<file path="config.mk">
export PLATFORM = sky130hd
export DESIGN_NAME = sys_bus_decoder
export DESIGN_NICKNAME = d
export VERILOG_FILES = /design/src/rtl/sys_bus_pkg.sv /design/src/rtl/sys_bus_addr_decode.sv /design/src/rtl/sys_bus_decoder.sv
export SDC_FILE = /design/constraint.sdc
export NUM_CORES = 1
export LEC_CHECK = 0
export ABC_AREA = 1
export CORE_MARGIN = 10
export CORE_UTILIZATION = 25
export DETAILED_ROUTE_END_ITERATION = 7
export GPL_TIMING_DRIVEN = 0
export SLEW_MARGIN = 20
export SYNTH_ARGS = -nofsm -noshare
export SYNTH_HDL_FRONTEND = slang
export SYNTH_SLANG_ARGS = --single-unit
export TNS_END_PERCENT = 5
</file>
<file path="constraint.sdc">
create_clock -name clk -period 7.95 [get_ports clk]
set_input_delay 1.1925 -clock clk [delete_from_list [all_inputs] [get_ports clk]]
set_output_delay 1.1925 -clock clk [all_outputs]
set_load 0.03 [all_outputs]
</file>
<file path="src/rtl/sys_bus_pkg.sv">
// Shared types and helpers for the system bus decoder: access sizes, FSM states,
// the alignment rule and the default ROM/RAM/MMIO address map.
package sys_bus_pkg;

  typedef enum logic [1:0] {
    SZ_BYTE = 2'd0,
    SZ_HALF = 2'd1,
    SZ_WORD = 2'd2
  } size_t;

  typedef enum logic [1:0] {
    IDLE   = 2'd0,
    ACCESS = 2'd1,
    RESP   = 2'd2
  } state_t;

  localparam logic [31:0] ROM_BASE  = 32'h0000_0000;
  localparam logic [31:0] ROM_MASK  = 32'hFFFF_0000;
  localparam logic [31:0] RAM_BASE  = 32'h1000_0000;
  localparam logic [31:0] RAM_MASK  = 32'hF000_0000;
  localparam logic [31:0] MMIO_BASE = 32'h8000_0000;
  localparam logic [31:0] MMIO_MASK = 32'hF000_0000;

  // Size code 3 is never legal; halves need addr[0]==0, words addr[1:0]==0.
  function automatic logic size_aligned(input logic [1:0] size, input logic [1:0] addr_lo);
    logic ok;
    case (size)
      SZ_BYTE: ok = 1'b1;
      SZ_HALF: ok = (addr_lo[0] == 1'b0);
      SZ_WORD: ok = (addr_lo == 2'b00);
      default: ok = 1'b0;
    endcase
    return ok;
  endfunction

endpackage

</file>
<file path="src/rtl/sys_bus_addr_decode.sv">
// Combinational address-map decode: per-secondary match, lowest-index select
// and an overall hit flag.
module sys_bus_addr_decode
  import sys_bus_pkg::*;
#(
  parameter int WIDTH   = 32,
  parameter int NUM_SEC = 4,
  parameter int SW      = (NUM_SEC > 1) ? $clog2(NUM_SEC) : 1,
  parameter logic [NUM_SEC-1:0][WIDTH-1:0] BASE = '0,
  parameter logic [NUM_SEC-1:0][WIDTH-1:0] MASK = '0
) (
  input  logic [WIDTH-1:0] addr,
  output logic [SW-1:0]    sel,
  output logic             hit
);

  logic [NUM_SEC-1:0] match;

  always_comb begin
    match = '0;
    for (int i = 0; i < NUM_SEC; i++) begin
      match[i] = ((addr & MASK[i]) == BASE[i]);
    end
  end

  // Scan downwards so the lowest matching index is the last one written.
  always_comb begin
    sel = '0;
    for (int i = NUM_SEC - 1; i >= 0; i--) begin
      if (match[i]) sel = SW'(i);
    end
  end

  assign hit = |match;

endmodule

</file>
<file path="src/rtl/sys_bus_decoder.sv">
// One-primary-to-N-secondary bus decoder with wait-state handshake, request
// legality checks and a per-access timeout watchdog.
module sys_bus_decoder
  import sys_bus_pkg::*;
#(
  parameter int WIDTH   = 32,
  parameter int NUM_SEC = 4,
  parameter logic [NUM_SEC-1:0][WIDTH-1:0] BASE = '0,
  parameter logic [NUM_SEC-1:0][WIDTH-1:0] MASK = '0,
  parameter int TIMEOUT = 16
) (
  input  logic                     clk,
  input  logic                     rst,
  input  logic                     p_wr,
  input  logic                     p_rd,
  input  logic [1:0]               p_size,
  input  logic [WIDTH-1:0]         p_addr,
  input  logic [WIDTH-1:0]         p_wdata,
  output logic [WIDTH-1:0]         p_rdata,
  output logic                     p_error,
  output logic                     p_ready,
  output logic [NUM_SEC-1:0]       s_wr,
  output logic [NUM_SEC-1:0]       s_rd,
  output logic [1:0]               s_size,
  output logic [WIDTH-1:0]         s_addr,
  output logic [WIDTH-1:0]         s_wdata,
  input  logic [NUM_SEC*WIDTH-1:0] s_rdata,
  input  logic [NUM_SEC-1:0]       s_error,
  input  logic [NUM_SEC-1:0]       s_ready
);

  localparam int SW = (NUM_SEC > 1) ? $clog2(NUM_SEC) : 1;
  localparam int CW = (TIMEOUT > 0) ? $clog2(TIMEOUT + 1) : 1;

  state_t            state;
  logic [CW-1:0]     cnt;
  logic [SW-1:0]     sel_q;
  logic              op_wr;

  logic [SW-1:0]      dec_sel;
  logic               dec_hit;
  logic               req;
  logic               illegal;
  logic [NUM_SEC-1:0] dec_onehot;
  logic               sec_ready;
  logic               sec_error;
  logic [WIDTH-1:0]   sec_rdata;
  logic               timed_out;

  sys_bus_addr_decode #(
    .WIDTH   (WIDTH),
    .NUM_SEC (NUM_SEC),
    .SW      (SW),
    .BASE    (BASE),
    .MASK    (MASK)
  ) u_decode (
    .addr (p_addr),
    .sel  (dec_sel),
    .hit  (dec_hit)
  );

  always_comb begin
    req        = p_rd | p_wr;
    illegal    = (p_rd & p_wr) | ~size_aligned(p_size, p_addr[1:0]) | ~dec_hit;
    dec_onehot = '0;
    dec_onehot[dec_sel] = 1'b1;
    sec_ready  = s_ready[sel_q];
    sec_error  = s_error[sel_q];
    sec_rdata  = s_rdata[int'(sel_q)*WIDTH +: WIDTH];
    timed_out  = (TIMEOUT != 0) && (cnt == CW'(TIMEOUT - 1));
  end

  always_ff @(posedge clk or posedge rst) begin
    if (rst) begin
      state   <= IDLE;
      cnt     <= '0;
      sel_q   <= '0;
      op_wr   <= 1'b0;
      p_rdata <= '0;
      p_error <= 1'b0;
      p_ready <= 1'b0;
      s_wr    <= '0;
      s_rd    <= '0;
      s_size  <= '0;
      s_addr  <= '0;
      s_wdata <= '0;
    end else begin
      case (state)
        IDLE: begin
          if (req) begin
            s_addr  <= p_addr;
            s_size  <= p_size;
            s_wdata <= p_wdata;
            op_wr   <= p_wr;
            sel_q   <= dec_sel;
            cnt     <= '0;
            if (illegal) begin
              p_ready <= 1'b1;
              p_error <= 1'b1;
              p_rdata <= '0;
              state   <= RESP;
            end else begin
              s_rd  <= p_wr ? '0 : dec_onehot;
              s_wr  <= p_wr ? dec_onehot : '0;
              state <= ACCESS;
            end
          end
        end
        ACCESS: begin
          // A ready arriving in the timeout cycle still completes normally.
          if (sec_ready) begin
            p_ready <= 1'b1;
            p_error <= sec_error;
            p_rdata <= op_wr ? '0 : sec_rdata;
            s_rd    <= '0;
            s_wr    <= '0;
            cnt     <= '0;
            state   <= RESP;
          end else if (timed_out) begin
            p_ready <= 1'b1;
            p_error <= 1'b1;
            p_rdata <= '0;
            s_rd    <= '0;
            s_wr    <= '0;
            cnt     <= '0;
            state   <= RESP;
          end else begin
            cnt <= cnt + 1'b1;
          end
        end
        RESP: begin
          p_ready <= 1'b0;
          cnt     <= '0;
          state   <= IDLE;
        end
        default: begin
          p_ready <= 1'b0;
          s_rd    <= '0;
          s_wr    <= '0;
          cnt     <= '0;
          state   <= IDLE;
        end
      endcase
    end
  end

endmodule

</file>
==> results.md, run 1 <==
* Final setup violation count at 0
* Initial Util at 25.3%
* Kind of critical path: input pin to flip-flop
* Final net count at 922
* Pin count of the biggest net entering global routing at 57
* DRC violations left at 0
* HPWL after detailed placement at 10.5 mm
* Number of synthesized flops with an enable pin at 0
* Startpoint type of the worst setup path: input pin
* Placer Congestion at 0.757
* Worst Hold Class: flip-flop to flip-flop
* Layout cells sized above 1 at 5.69%
* Post-synthesis sequential area ratio at 63.6%
* Wire length of the first global-routing pass at 21.1 mm
* Total placed cells including tap cells at 929
* Multi-input gate area at 1410 µm²
* Quantity of hold-fixing buffers added after cts at 0
* Count of unique library cells instantiated by Yosys at 26
* MaxCap Viol Count at 0
* Congestion Overflow GR at 0
* Worst Setup End Kind: flip-flop
* Average cell area after synthesis at 8.78 µm²
* Maximum achievable frequency at 374 MHz
* Static Leakage at 0.00344 µW
* Row cnt at 48
* Run status: finished clean
* CTS tree: built
* Die Height at 152 µm
* Via count at 3781
* Clock H-tree levels at 3
* Postcts setup bufs at 0
* Number of nets still failing antenna checks after routing at 0
* Actual slew at the worst max-slew pin at 0.529 ns
* Cells resized by post-CTS repair at 0
* Final number of max-transition violations at 0
* CTS buffer count at 9
* Pre-CTS WS at 4.85 ns
* Number of detailed-route iterations in the first pass at 4
* Final hold slack at 0.472 ns
* Core occupancy in the finished layout at 40.9%
* P&R area growth vs syn at 61.8%
* Total number of yosys warnings at 0
* Setup repair after global routing missed its margin: no
* Iteration-0 DRC Markers at 155
* Die Footprint at 23000 µm²
* Final total negative setup slack at 0 ns
* Clock latency on the worst-skew pair at 0.36 ns
* Leading register cell type out of synthesis: dfrtp_1
* Number of antenna violations at the first check in global routing at 0
* Share of async-settable or async-resettable flops after synthesis at 100%
* Area occupied by registers at 2750 µm²
* Required @ worst endpoint at 8.24 ns
* Final hold violations at 0
* I/O Pins at 314
* Arrival @ worst endpoint at 2.97 ns
* Mean routed wirelength per cell at 14.7 µm
* Number of antenna diodes at 0
* Critical path peak fanout at 10
* Finished Layout Cells at 945
* Remaining max-slew budget at the tightest pin at 64.5%
* Number of global-route vias before repair at 3677
* Cell area after synthesis at 4330 µm²
* Final Routed Wirelength at 13.9 mm
* Post-Synthesis Cells at 493
* CTS Buffer Depth at 2
* Power per unit of standard cell area at 383 nW/µm²
* Die extent in x at 152 µm
* Clock root cell: clkbuf_16
* Clock period minus final worst setup slack at 2.68 ns
* Total track usage at 11.8%
* Final-layout fill cell count at 1722
* Number of vias per cell after detailed routing at 4.00
* Number of clock sinks at 110
* Placeable Area at 17100 µm²
* Maximum vdd ir drop at 195 µV
* Worst-case clock skew at 0.00713 ns
* Register bit count reported by yosys at 110
* Clock transition at the registers of the reported paths at 0.08 ns
* IO Port Bufs at 205
* Final worst-path cycle share at 33.7%
* Setup WS post-layout at 5.27 ns
[through the flow]
step,area [µm²],total power (µW)
finish,7000,2680
detailed placement,6710,2260
global route,7000,2860
global placement,6680,2250
CTS,7000,2730
floorplan,4350,1640
[final timing paths]
kind	depth (start not counted)	endpoint	startpoint	slack, ns
min in group asynchronous	2	s_addr[3]	rst	1.27
hold reg to reg	2	p_ready	p_ready	0.47
setup reg to reg	6	s_addr[25]	state[1]	6.19
setup / recovery	7	s_addr[24]	p_wr	5.27
hold / removal	2	p_ready	p_ready	0.47
max in group asynchronous	3	cnt[4]	rst	6.02
[synth_stat cells (2+ instances only)]
master	n	area [µm²]
nor3_1	2	10.0
nand3_1	6	30.0
buf_2	9	45.0
nand2_1	306	1150
o21ai_0	6	30.0
a21oi_1	2	10.0
nand4_1	3	18.8
buf_4	6	45.0
nor2_2	3	18.8
nor2_1	2	7.51
inv_1	15	56.3
clkbuf_1	10	37.5
dfrtp_1	110	2750
[worst max-delay path, cell delays in order]
cell and delay [ns]:
clkdlybuf4s50_1 0.50, nor2_1 0.20, inv_1 0.06, nand2_1 0.35
clkbuf_1 0.44, nand2_1 0.12, nand2_1 0.09
[flip-flops by register name, summed over array words and instances, names as in the netlist]
register  flops
cnt           5
op_wr         1
p_error       1
p_rdata      32
p_ready       1
s_addr       32
s_rd          1
s_size        2
s_wdata      32
s_wr          1
state         2
[report_power, final]
group / internal (µW) / switching [µW]
clock: 221 / 233
combinational: 512 / 835
sequential: 767 / 114
[cells by family after synthesis]
group,share of synthesized area (%)
buffers and inverters,4.34
DFF,63.6
and+or+nand+nor,29.8
AOI/OAI and AO/OA,1.71
other,0.0867
adders and majority gates,0.289
xor gates and xnor gates,0.202
[layout by cell type (no fill, tap or decap), types with 2 or more instances in the layout]
| cell | count |
|---|---|
| a21oi_1 | 2 |
| buf_2 | 9 |
| buf_4 | 6 |
| clkbuf_1 | 10 |
| clkbuf_16 | 9 |
| clkdlybuf4s50_1 | 205 |
| clkinv_4 | 2 |
| conb_1 | 6 |
| dfrtp_1 | 110 |
| inv_1 | 14 |
| inv_6 | 3 |
| inv_8 | 2 |
| nand2_1 | 306 |
| nand3_1 | 6 |
| nand4_1 | 3 |
| nor2_1 | 2 |
| nor2_2 | 3 |
| nor3_1 | 2 |
| o21ai_0 | 6 |
[metal layers]
metal,wire length (µm),share of wire (%),global-route usage [%]
met5,0,0,0
met4,278,2.0,4.53
met3,1470,11,5.35
met2,6420,46,17.9
met1,5760,41,14.5
[cell type report]
class	instances	share of cell area, %
inverter	16	0.929
buffer	25	1.82
tap	225	4.02
sequential	110	39.3
clock buffer	9	3.22
clock inverter	7	0.929
timing repair buffer	206	29.7
multi-input combinational	347	20.1
(Power assumes the default switching activity.)
==> inputs of run 2 (changes only) <==
==> constraint.sdc (replaced) <==
create_clock -name clk -period 2.4 [get_ports clk]
set_input_delay 0.36 -clock clk [delete_from_list [all_inputs] [get_ports clk]]
set_output_delay 0.36 -clock clk [all_outputs]
set_load 0.03 [all_outputs]
==> results.md, run 2 (synthesis gave the netlist of run 1 again) <==
* Run status: finished clean
* Kind of critical path: input pin to flip-flop
* Initial Util at 25.3% (unchanged)
* Most frequent standard cell in the layout excluding fill and tap cells: nand2_1
* CTS buffer count at 9 (unchanged)
* Number of nets still failing antenna checks after routing at 0 (unchanged)
* Die Footprint at 23000 µm² (unchanged)
* MaxCap Viol Count at 0 (unchanged)
* Required @ worst endpoint at 2.69 ns (-5.55 ns)
* Clock period minus final worst setup slack at 1.82 ns
* Cells resized by post-CTS repair at 0 (unchanged)
* Critical path peak fanout at 10 (unchanged)
* Postcts setup bufs at 0 (unchanged)
* Actual slew at the worst max-slew pin at 0.632 ns (+0.103 ns)
* Final Routed Wirelength at 14.0 mm (+0.34%)
* DRC violations left at 0 (unchanged)
* Design Area, Final at 7030 µm² (+0.39%)
* Setup repair after global routing missed its margin: no
* Number of detailed-route iterations in the first pass at 4 (unchanged)
* Number of vias per cell after detailed routing at 3.99 (-0.34%)
* Clock root cell: clkbuf_16
* Launching element of the worst setup path: p_wr
* Placer Congestion at 0.742 (-2.0%)
* Iteration-0 DRC Markers at 139 (-10%)
* Maximum vdd ir drop at 562 µV (+190%)
* Row cnt at 48 (unchanged)
* Clock latency on the worst-skew pair at 0.35 ns (about the same)
* P&R area growth vs syn at 62.5%
* Power per unit of standard cell area at 1260 nW/µm² (+230%)
* Placeable Area at 17100 µm² (unchanged)
* Number of antenna diodes at 0 (unchanged)
* Final number of max-transition violations at 0 (unchanged)
* Wire length of the first global-routing pass at 21.2 mm (+0.49%)
* Cell area after placement at 6740 µm² (+0.47%)
* Launch point of the worst reg-to-reg path: state[1]
* Congestion Overflow GR at 0 (unchanged)
* Worst Setup End Kind: flip-flop
* Most frequent cells in the layout: nand2_1 (306), clkdlybuf4s50_1 (205), dfrtp_1 (110), inv_1 (14), clkbuf_1 (10)
* Pin count of the biggest net entering global routing at 32 (-44%)
* Startpoint type of the worst setup path: input pin
* Final setup violation count at 0 (unchanged)
* Quantity of hold-fixing buffers added after cts at 0 (unchanged)
* Die Height at 152 µm (unchanged)
* Core occupancy in the finished layout at 41.1% (+0.16 points)
* Clock H-tree levels at 3 (unchanged)
* Number of global-route vias before repair at 3776 (+2.7%)
* Final net count at 924 (+0.22%)
* Final hold violations at 0 (unchanged)
* Maximum achievable frequency at 549 MHz
* Worst-case clock skew at 0.0136 ns (+0.00649 ns)
* Mean routed wirelength per cell at 14.8 µm (+0.13%)
* CTS Buffer Depth at 2 (unchanged)
* Layout cells sized above 1 at 5.96% (+0.26 points)
* Die extent in x at 152 µm (unchanged)
* Leading registers by flop count: p_rdata x32, s_addr x32, s_wdata x32
* Worst Hold Class: input pin to asynchronous set/reset pin
* Total track usage at 12.0% (+0.16 points)
* Number of clock sinks at 110 (unchanged)
* Clock transition at the registers of the reported paths at 0.08 ns (about the same)
* Via count at 3776 (-0.13%)
* Arrival @ worst endpoint at 2.11 ns (-0.86 ns)
* HPWL after detailed placement at 10.8 mm (+2.4%)
* Static Leakage at 0.00344 µW (+0.27%)
* Reg2Reg Depth at 6 (unchanged)
* Number of antenna violations at the first check in global routing at 0 (unchanged)
* Final worst-path cycle share at 75.9%
* IO Port Bufs at 205 (unchanged)
* CTS tree: built
* I/O Pins at 314 (unchanged)
* Total power at 8820 µW (+230%)
* Remaining max-slew budget at the tightest pin at 57.8% (-6.7 points)
[run 2: changes by cell type in the layout (fill, tap and decap cells not counted), sizes merged]
cell      change
inv           -5
clkinv        +3
buf           +2
clkbuf        +1
clkinvlp      +1
[run 2: metrics by stage]
step / hold slack (ns) / cells / setup slack [ns] / TNS (ns)
2_1_floorplan: 0.470 / 498 / 0.711 / 0
3_3_place_gp: 0.453 / 928 / -0.584 / -63.38
3_5_place_dp: 0.458 / 931 / 0.143 / 0
4_1_cts: 0.436 / 947 / 0.534 / 0
5_1_grt: 0.459 / 947 / 0.397 / 0
6_report: 0.432 / 947 / 0.579 / 0
[run 2: worst max-delay path, cell delays in order]
cell	delay, ns
clkdlybuf4s50_1	0.51
nor2_1	0.20
inv_1	0.06
nand2_1	0.35
clkbuf_1	0.44
nand2_1	0.10
nand2_1	0.08
[run 2: final cells by class]
class	count	area [µm²]
Buffer	25	128
Clock inverter	6	47.5
Multi-Input combinational cell	347	1410
Tap cell	225	282
Fill cell	1738	10100
Timing Repair Buffer	208	2110
Clock buffer	10	239
Sequential cell	110	2750
Inverter	16	63.8
[run 2: per-layer routing]
metal	wire length [µm]	track usage, %	share of wire, %	up-vias
met5	0	0	0	-
li1	-	-	-	1947
met4	142	4.00	1.0	0
met3	1380	5.49	9.9	13
met1	5910	14.4	42	1694
met2	6540	18.7	47	122
[run 2: where the power goes]
part / total (µW) / internal [µW] / switching [µW]
registers: 2910 / 2540 / 372
clock network: 1450 / 740 / 714
logic: 4460 / 1700 / 2750
total: 8820 / 4980 / 3840
[run 2: final timing paths]
kind,to,slack [ns]
max,s_addr[31],0.58
min,s_wdata[7],0.43
max reg2reg,s_addr[29],0.64
min reg2reg,p_rdata[6],0.47
max in group asynchronous,p_rdata[6],1.16
min in group clk,p_rdata[6],0.47
